**src/rtl/axi_lite_pkg.sv**
```systemverilog
// Shared types and helpers for the AXI4-Lite to SRAM-bridge slave.
// Used by axi_lite_sram_slave and its optional lfsr_delay sub-block.
package axi_lite_pkg;

  localparam logic [1:0] RESP_OKAY   = 2'b00;
  localparam logic [1:0] RESP_SLVERR = 2'b10;

  typedef enum logic [1:0] {
    ST_IDLE    = 2'd0,
    ST_RD_WAIT = 2'd1,
    ST_RD_RESP = 2'd2,
    ST_WR_RESP = 2'd3
  } state_t;

  typedef enum logic {
    GRANT_READ  = 1'b0,
    GRANT_WRITE = 1'b1
  } grant_t;

  // 33-bit compare so a window ending at 4 GiB cannot wrap to zero.
  function automatic logic in_window(input logic [31:0] addr,
                                     input logic [31:0] base,
                                     input logic [31:0] size);
    logic [32:0] w_a;
    logic [32:0] w_lo;
    logic [32:0] w_hi;
    w_a  = {1'b0, addr};
    w_lo = {1'b0, base};
    w_hi = w_lo + {1'b0, size};
    return (w_a >= w_lo) && (w_a < w_hi);
  endfunction

  function automatic logic [31:0] word_addr(input logic [31:0] addr);
    return {addr[31:2], 2'b00};
  endfunction

endpackage

```
**src/rtl/axi_lite_sram_slave_lfsr_delay.sv**
```systemverilog
// Pseudo-random response delay: 4-bit LFSR (x^4+x^3+1, seed 4'b1001) that
// loads a down-counter on each accept; o_done is high when the count is zero.
module lfsr_delay (
  input  logic clock,
  input  logic reset,
  input  logic i_load,
  output logic o_done
);

  logic [3:0] r_lfsr;
  logic [3:0] r_count;
  logic       w_fb;

  assign w_fb = r_lfsr[3] ^ r_lfsr[2];

  always_ff @(posedge clock or negedge reset) begin
    if (!reset) begin
      r_lfsr  <= 4'b1001;
      r_count <= 4'd0;
    end else begin
      r_lfsr <= {r_lfsr[2:0], w_fb};
      if (i_load) begin
        r_count <= r_lfsr;
      end else if (r_count != 4'd0) begin
        r_count <= r_count - 4'd1;
      end
    end
  end

  assign o_done = (r_count == 4'd0);

endmodule

```
**src/rtl/axi_lite_sram_slave.sv**
```systemverilog
// AXI4-Lite single-beat slave in front of the SRAM bridge (1-cycle registered read).
// Optional random response delay when AXI_LITE_SRAM_SLAVE_DELAY_EN is defined.
module axi_lite_sram_slave
  import axi_lite_pkg::*;
#(
  parameter logic [31:0] MEM_BASE = 32'h8000_0000,
  parameter logic [31:0] MEM_SIZE = 32'h0800_0000
) (
  input  logic        clock,
  input  logic        reset,
  input  logic [31:0] araddr,
  input  logic        arvalid,
  output logic        arready,
  output logic [31:0] rdata,
  output logic [1:0]  rresp,
  output logic        rvalid,
  input  logic        rready,
  input  logic [31:0] awaddr,
  input  logic        awvalid,
  output logic        awready,
  input  logic [31:0] wdata,
  input  logic [3:0]  wstrb,
  input  logic        wvalid,
  output logic        wready,
  output logic [1:0]  bresp,
  output logic        bvalid,
  input  logic        bready,
  output logic        sram_read,
  output logic [31:0] sram_r_addr,
  input  logic [31:0] sram_r_data,
  output logic        sram_write,
  output logic [31:0] sram_w_addr,
  output logic [31:0] sram_w_data,
  output logic [3:0]  sram_w_strb,
  output state_t      dbg_state
);

  // Handshakes: a transfer happens in a cycle where valid and ready are both
  // high. Readies are combinational and only raised in IDLE for the granted
  // side, so a grant is the handshake. rvalid/bvalid stay high with stable
  // payload until the matching ready is seen.

  state_t      r_state;
  state_t      w_next_state;
  grant_t      r_last_grant;
  logic [31:0] r_rdata;
  logic [1:0]  r_rresp;
  logic [1:0]  r_bresp;
  logic        r_rd_ok;
  logic        r_rd_cap;

  logic w_idle;
  logic w_rd_req;
  logic w_wr_req;
  logic w_grant_rd;
  logic w_grant_wr;
  logic w_rd_in;
  logic w_wr_in;
  logic w_delay_done;

  // Gating with reset keeps readies and strobes low while reset is held.
  assign w_idle     = (r_state == ST_IDLE) && reset;
  assign w_rd_req   = arvalid;
  assign w_wr_req   = awvalid && wvalid;
  assign w_grant_rd = w_idle && w_rd_req && (!w_wr_req || (r_last_grant == GRANT_WRITE));
  assign w_grant_wr = w_idle && w_wr_req && (!w_rd_req || (r_last_grant == GRANT_READ));
  assign w_rd_in    = in_window(araddr, MEM_BASE, MEM_SIZE);
  assign w_wr_in    = in_window(awaddr, MEM_BASE, MEM_SIZE);

`ifdef AXI_LITE_SRAM_SLAVE_DELAY_EN
  lfsr_delay u_delay (
    .clock  (clock),
    .reset  (reset),
    .i_load (w_grant_rd || w_grant_wr),
    .o_done (w_delay_done)
  );
`else
  assign w_delay_done = 1'b1;
`endif

  always_ff @(posedge clock or negedge reset) begin
    if (!reset) begin
      r_state <= ST_IDLE;
    end else begin
      r_state <= w_next_state;
    end
  end

  always_comb begin
    w_next_state = r_state;
    case (r_state)
      ST_IDLE: begin
        if (w_grant_rd) begin
          w_next_state = ST_RD_WAIT;
        end else if (w_grant_wr) begin
          w_next_state = ST_WR_RESP;
        end
      end
      ST_RD_WAIT: if (w_delay_done) w_next_state = ST_RD_RESP;
      ST_RD_RESP: if (rready) w_next_state = ST_IDLE;
      ST_WR_RESP: if (w_delay_done && bready) w_next_state = ST_IDLE;
      default:    w_next_state = ST_IDLE;
    endcase
  end

  always_comb begin
    arready     = w_grant_rd;
    awready     = w_grant_wr;
    wready      = w_grant_wr;
    sram_read   = w_grant_rd && w_rd_in;
    sram_write  = w_grant_wr && w_wr_in;
    sram_r_addr = word_addr(araddr);
    sram_w_addr = word_addr(awaddr);
    sram_w_data = wdata;
    sram_w_strb = wstrb;
    rvalid      = (r_state == ST_RD_RESP);
    bvalid      = (r_state == ST_WR_RESP) && w_delay_done;
    rdata       = r_rdata;
    rresp       = r_rresp;
    bresp       = r_bresp;
    dbg_state   = r_state;
  end

  // Read data is captured exactly once, the cycle after the accept.
  always_ff @(posedge clock or negedge reset) begin
    if (!reset) begin
      r_last_grant <= GRANT_WRITE;
      r_rdata      <= 32'd0;
      r_rresp      <= RESP_OKAY;
      r_bresp      <= RESP_OKAY;
      r_rd_ok      <= 1'b0;
      r_rd_cap     <= 1'b0;
    end else begin
      r_rd_cap <= w_grant_rd;
      if (w_grant_rd) begin
        r_last_grant <= GRANT_READ;
        r_rd_ok      <= w_rd_in;
      end else if (w_grant_wr) begin
        r_last_grant <= GRANT_WRITE;
        r_bresp      <= w_wr_in ? RESP_OKAY : RESP_SLVERR;
      end
      if (r_rd_cap) begin
        r_rdata <= r_rd_ok ? sram_r_data : 32'd0;
        r_rresp <= r_rd_ok ? RESP_OKAY : RESP_SLVERR;
      end
    end
  end

endmodule

```
**config.mk**
```make
export PLATFORM = sky130hd
export DESIGN_NAME = axi_lite_sram_slave
export DESIGN_NICKNAME = d
export VERILOG_FILES = /design/src/rtl/axi_lite_pkg.sv /design/src/rtl/axi_lite_sram_slave_lfsr_delay.sv /design/src/rtl/axi_lite_sram_slave.sv
export SDC_FILE = /design/constraint.sdc
export NUM_CORES = 1
export LEC_CHECK = 0
export ABC_AREA = 1
export ABC_CLOCK_PERIOD_IN_PS = 1100
export CAP_MARGIN = 30
export CORE_AREA = 4 4 108 110
export DETAILED_ROUTE_END_ITERATION = 8
export DIE_AREA = 0 0 112 114
export GPL_ROUTABILITY_DRIVEN = 0
export PLACE_DENSITY = 0.69
export SYNTH_ARGS = -nofsm -noshare
export SYNTH_HDL_FRONTEND = slang
export SYNTH_SLANG_ARGS = --single-unit
```
**constraint.sdc**
```tcl
create_clock -name clock -period 1.1 [get_ports clock]
set_input_delay 0.11 -clock clock [delete_from_list [all_inputs] [get_ports clock]]
set_output_delay 0.11 -clock clock [all_outputs]
set_load 0.02 [all_outputs]
```
# ---- Word level (Yosys, flattened, before mapping)
# Cells that the tools add are included.
dict set report totals {
  reg_bits 41
  elab_cells 47
  output_inout_bits 145
}
dict set report op_classes {
  n_bitwise 2
  reduce_logical 18
  muxes 10
  magnitude_cmp 4
  n_eq_ne 6
}
# op n
set op_table {}
lappend op_table {{greater-or-equal comparator 32 bit, second input constant} 2}
lappend op_table {{< comparator 32 bit, second input constant} 2}
lappend op_table {{2-to-1 mux 32 bit} 1}
lappend op_table {{2-to-1 mux 2 bit} 6}
lappend op_table {{logical AND 1 bit} 10}
lappend op_table {{case mux 2 bit (4 select lines)} 1}
lappend op_table {{== test 2 bit, second input constant} 2}
lappend op_table {{inequality test 2 x 1 -> 1 bit, second input constant} 2}
lappend op_table {{inequality test 3 bit, second input constant} 1}
lappend op_table {{AND reduction 3 bit} 1}
lappend op_table {{== test 2 x 1 -> 1 bit, second input constant} 1}
lappend op_table {{logical NOT 1 bit} 2}
lappend op_table {{logical NOT 2 bit} 1}
lappend op_table {{logical OR 1 bit} 2}
lappend op_table {{2-to-1 mux 1 bit} 2}
lappend op_table {{NOT 1 bit} 2}
lappend op_table {{AND reduction 2 bit} 1}
lappend op_table {{nonzero test 2 bit} 1}

# ---- Depth between registers and ports, before layout
dict set report depth {
  ltp_word 7
  depth_mapped 6
  depth_no_buf 6
}

# ---- Worst setup path after synthesis
# OpenSTA, ideal clock, no wires.
dict set report synth_path {
  kind {register to output}
  startpoint {register r_state[0] (netlist: dbg_state[0])}
  endpoint {output sram_read}
  path_stages_with_launch 6
  slack_ns -0.227
  n_path_buf 0
  arrival_ns 1.217
  required_ns 0.990
  path_cell_list {dfrtp_1 nor2_2 nand3_2 nor2_4 nand3_1 inv_1}
}
dict set report synth_via {
  elab_chain_len 5
}
# item line
set synth_lines {}
lappend synth_lines {{from (decl)} axi_lite_sram_slave.sv:43} ;# state_t r_state;
lappend synth_lines {{from (signal assigned)} axi_lite_sram_slave.sv:85} ;# r_state <= w_next_state;
lappend synth_lines {{logical NOT 2 bit} axi_lite_sram_slave.sv:62} ;# assign w_idle = (r_state == ST_IDLE) && reset;
lappend synth_lines {{logical AND 1 bit} axi_lite_sram_slave.sv:62}
lappend synth_lines {{logical AND 1 bit (2 in a row)} axi_lite_sram_slave.sv:65} ;# assign w_grant_rd = w_idle && w_rd_req && (!w_wr_req || (r_last_grant == GRANT_WRITE));
lappend synth_lines {{named net arready} axi_lite_sram_slave.sv:13} ;# output logic arready,
lappend synth_lines {{logical AND 1 bit} axi_lite_sram_slave.sv:110} ;# sram_read = w_grant_rd && w_rd_in;
lappend synth_lines {{to (decl)} axi_lite_sram_slave.sv:28} ;# output logic sram_read,
# The timed path passes the listed nets, and every way through them passes these cells.

# ---- Worst setup path after layout
dict set report layout_path {
  startpoint {register r_state[1] (netlist: dbg_state[1])}
  endpoint {output sram_read}
}
dict set report layout_via {
  elab_chain_len 5
}
# item line
set layout_lines {}
lappend layout_lines {{logical NOT 2 bit} axi_lite_sram_slave.sv:62}
lappend layout_lines {{logical AND 1 bit} axi_lite_sram_slave.sv:62}
lappend layout_lines {{logical AND 1 bit (2 in a row)} axi_lite_sram_slave.sv:65}
lappend layout_lines {{logical AND 1 bit} axi_lite_sram_slave.sv:110}
# No other way between the ends.

==> metrics.txt <==
commonest cells in the synthesized netlist=buf_4, dfrtp_1, a22o_1; final WL=6.29 mm; max frequency=670 MHz; PwrDens=1650 mW/mm²; register area share after synthesis=0.431; vias per inst=3.89; per-cell routed wire length=16.1 µm; crit-path max FO=3; I/O pin cnt=284; endpoints failing hold=0; final setup TNS=-3.23 ns; Cells on Worst Hold Path=0; Syn. warnings=0; dpl hpwl=4.85 mm; Placement Cell Area=0.00281 mm²; Cells after DPL=376; Synth area leaders=dfrtp_1, buf_4, a22o_1, nand2_1, nor2_1; DRC Markers=0; clk_skew=0.00501 ns; CTS tree=done; TritonCTS Buffers=5; H-Tree Depth=2; initial antenna violation count=0; hold path endpoint=sram_r_addr[13]; outcome=finished, violations left; fraction of registers with async set/reset=1.00; pre-CTS setup slack=-0.641 ns; clock-pin slew on the worst setup and hold paths=0.08 ns; synthesized area per cell=10.1 µm²; Synth Flop Type=dfrtp_1; first-pass GRT wire length=9.52 mm; share of the synthesized area in the top cell type=0.419; Die Ht=114 µm; worst r2r src=dbg_state[1]; I/O Buffers=101; DR pass1 iterations=4; Tmin final=1.49 ns; worst r2r dst=dbg_state[1]; num rows=38; Crit. End Element=output pin; Synth Cell Area=0.00227 mm²; Tot Pwr=4.93 mW; Longest Clk Path Bufs=2; post-route setup slack=-0.392 ns; vias in the first global route=1,658; Max VDD drop=641 µV; Total GRT Usage=0.0944; core area=0.0107 mm²; final-report setup violation count=13; Worst setup SP type=flip-flop; Initial Util=0.212; Synth Register Bits=39; worst path required time=0.99 ns; Nets=390; post-synth top area cell=dfrtp_1; violated checks=setup timing; data arrival time of the worst path=1.38 ns; largest net degree at the start of global routing=36; Iter 0 DRT Violations=88; Worst Hold Class=in -> out; max-cap viol count=0; worst-case reg-to-reg path depth=8; period utilization=1.36; layout cells sized above 1=0.349; CP cell instances=nor2_4 > nand3_4 > nor2_4 > nand3_2 > inv_2 > buf_6; Die X-Extent=112 µm; distinct cell type count after synthesis=20; hold slack final=0.220 ns; Pleak=1.44 nW; Non-Filler Instances=392; reg-to-reg slack, setup=-0.17 ns; Detail Route Antenna Nets=0; Overflow after GRT=0; clock sink total=39; worst hold path startpoint=araddr[13]; die area=0.0128 mm²; root buf cell=clkbuf_8; slowest cell on the critical path=dfrtp_2; Synth Instances=224; Final Core Density=0.279; Vias=1,526; max-slew violation count=0; RSZ-0062 raised after global routing=true; Area growth syn-to-layout=31.4%; n_diodes=0; Slowest Stage Delay on Critical Path=0.44 ns; CP Class=reg -> out; Finished Cell Area=0.00298 mm²; Post-synth EDFFs=0; cell with the most instances after synthesis=buf_4; Worst path most repeated cell=nor2_4; clk_lat worst skew=0.28 ns
## flip-flops by register name, indices dropped and copies added, names as in the netlist
name / cells
bresp: 1
dbg_state: 2
r_last_grant: 1
r_rd_cap: 1
r_rd_ok: 1
rdata: 32
rresp: 1
## placed cells by master, fill, tap and decap left out, types with 2 or more instances in the layout
cell type / n
clkdlybuf4s50_1: 47
dfrtp_1: 36
a22o_1: 32
clkbuf_2: 23
buf_6: 14
buf_4: 12
nand2_1: 10
dlygate4sd2_1: 10
nor2_1: 7
conb_1: 6
clkdlybuf4s15_2: 6
nor2_4: 5
inv_1: 5
clkbuf_8: 5
clkdlybuf4s15_1: 4
dlygate4sd3_1: 3
inv_4: 2
nor3_1: 2
inv_2: 2
bufinv_16: 2
dfrtp_2: 2
buf_2: 2
buf_12: 2
## worst max path at each step
stage	startpoint	end	slack (ns)	cells after the start
after floorplan	dbg_state[1]	sram_read	-0.16	5
after global placement	awvalid	sram_write	-0.62	6
after detailed placement	awvalid	sram_write	-0.64	6
after CTS	dbg_state[1]	sram_read	-0.37	6
after global routing	dbg_state[1]	sram_read	-0.48	6
final	dbg_state[1]	sram_read	-0.39	6
## power by group
part | internal, mW | switching, mW | total, mW
sequential | 1.64 | 0.151 | 1.79
clock | 0.907 | 0.496 | 1.40
combinational | 0.873 | 0.868 | 1.74
## cells by family after synthesis
group / synth area share
AOI/OAI and AO/OA: 0.131
DFF: 0.431
and+or+nand+nor: 0.0639
other: 0.00165
buffers and inverters: 0.373
## cell type report
cell class / count / area [µm²]
Clock inverter: 2 / 60.1
Fill cell: 1128 / 7720
Sequential cell: 39 / 980
Timing Repair Buffer: 124 / 1120
Inverter: 9 / 38.8
Multi-Input combinational cell: 72 / 532
Clock buffer: 6 / 72.6
Tap cell: 140 / 175
## worst max-delay path, delay by kind of cell, from the launching register on
family,cells,cell delay (ns)
buf+inv,2,0.18
flops,1,0.44
simple gates,4,0.46
## timing repair
action	CTS	global route
hold buffers	3	0
endpoints found under the setup margin	58	37
pin swaps	3	3
buffers inserted	3	3
gates resized for setup	144	45
endpoints found under the hold margin	39	0
## layer usage
layer,GRT usage,part of all wire,vias up
li1,-,-,679
met1,0.102,0.37,702
met4,0.0569,0.040,0
met5,0,0,-
met2,0.145,0.45,125
met3,0.0531,0.13,20
No activity file was read; power rests on OpenSTA's default activity.
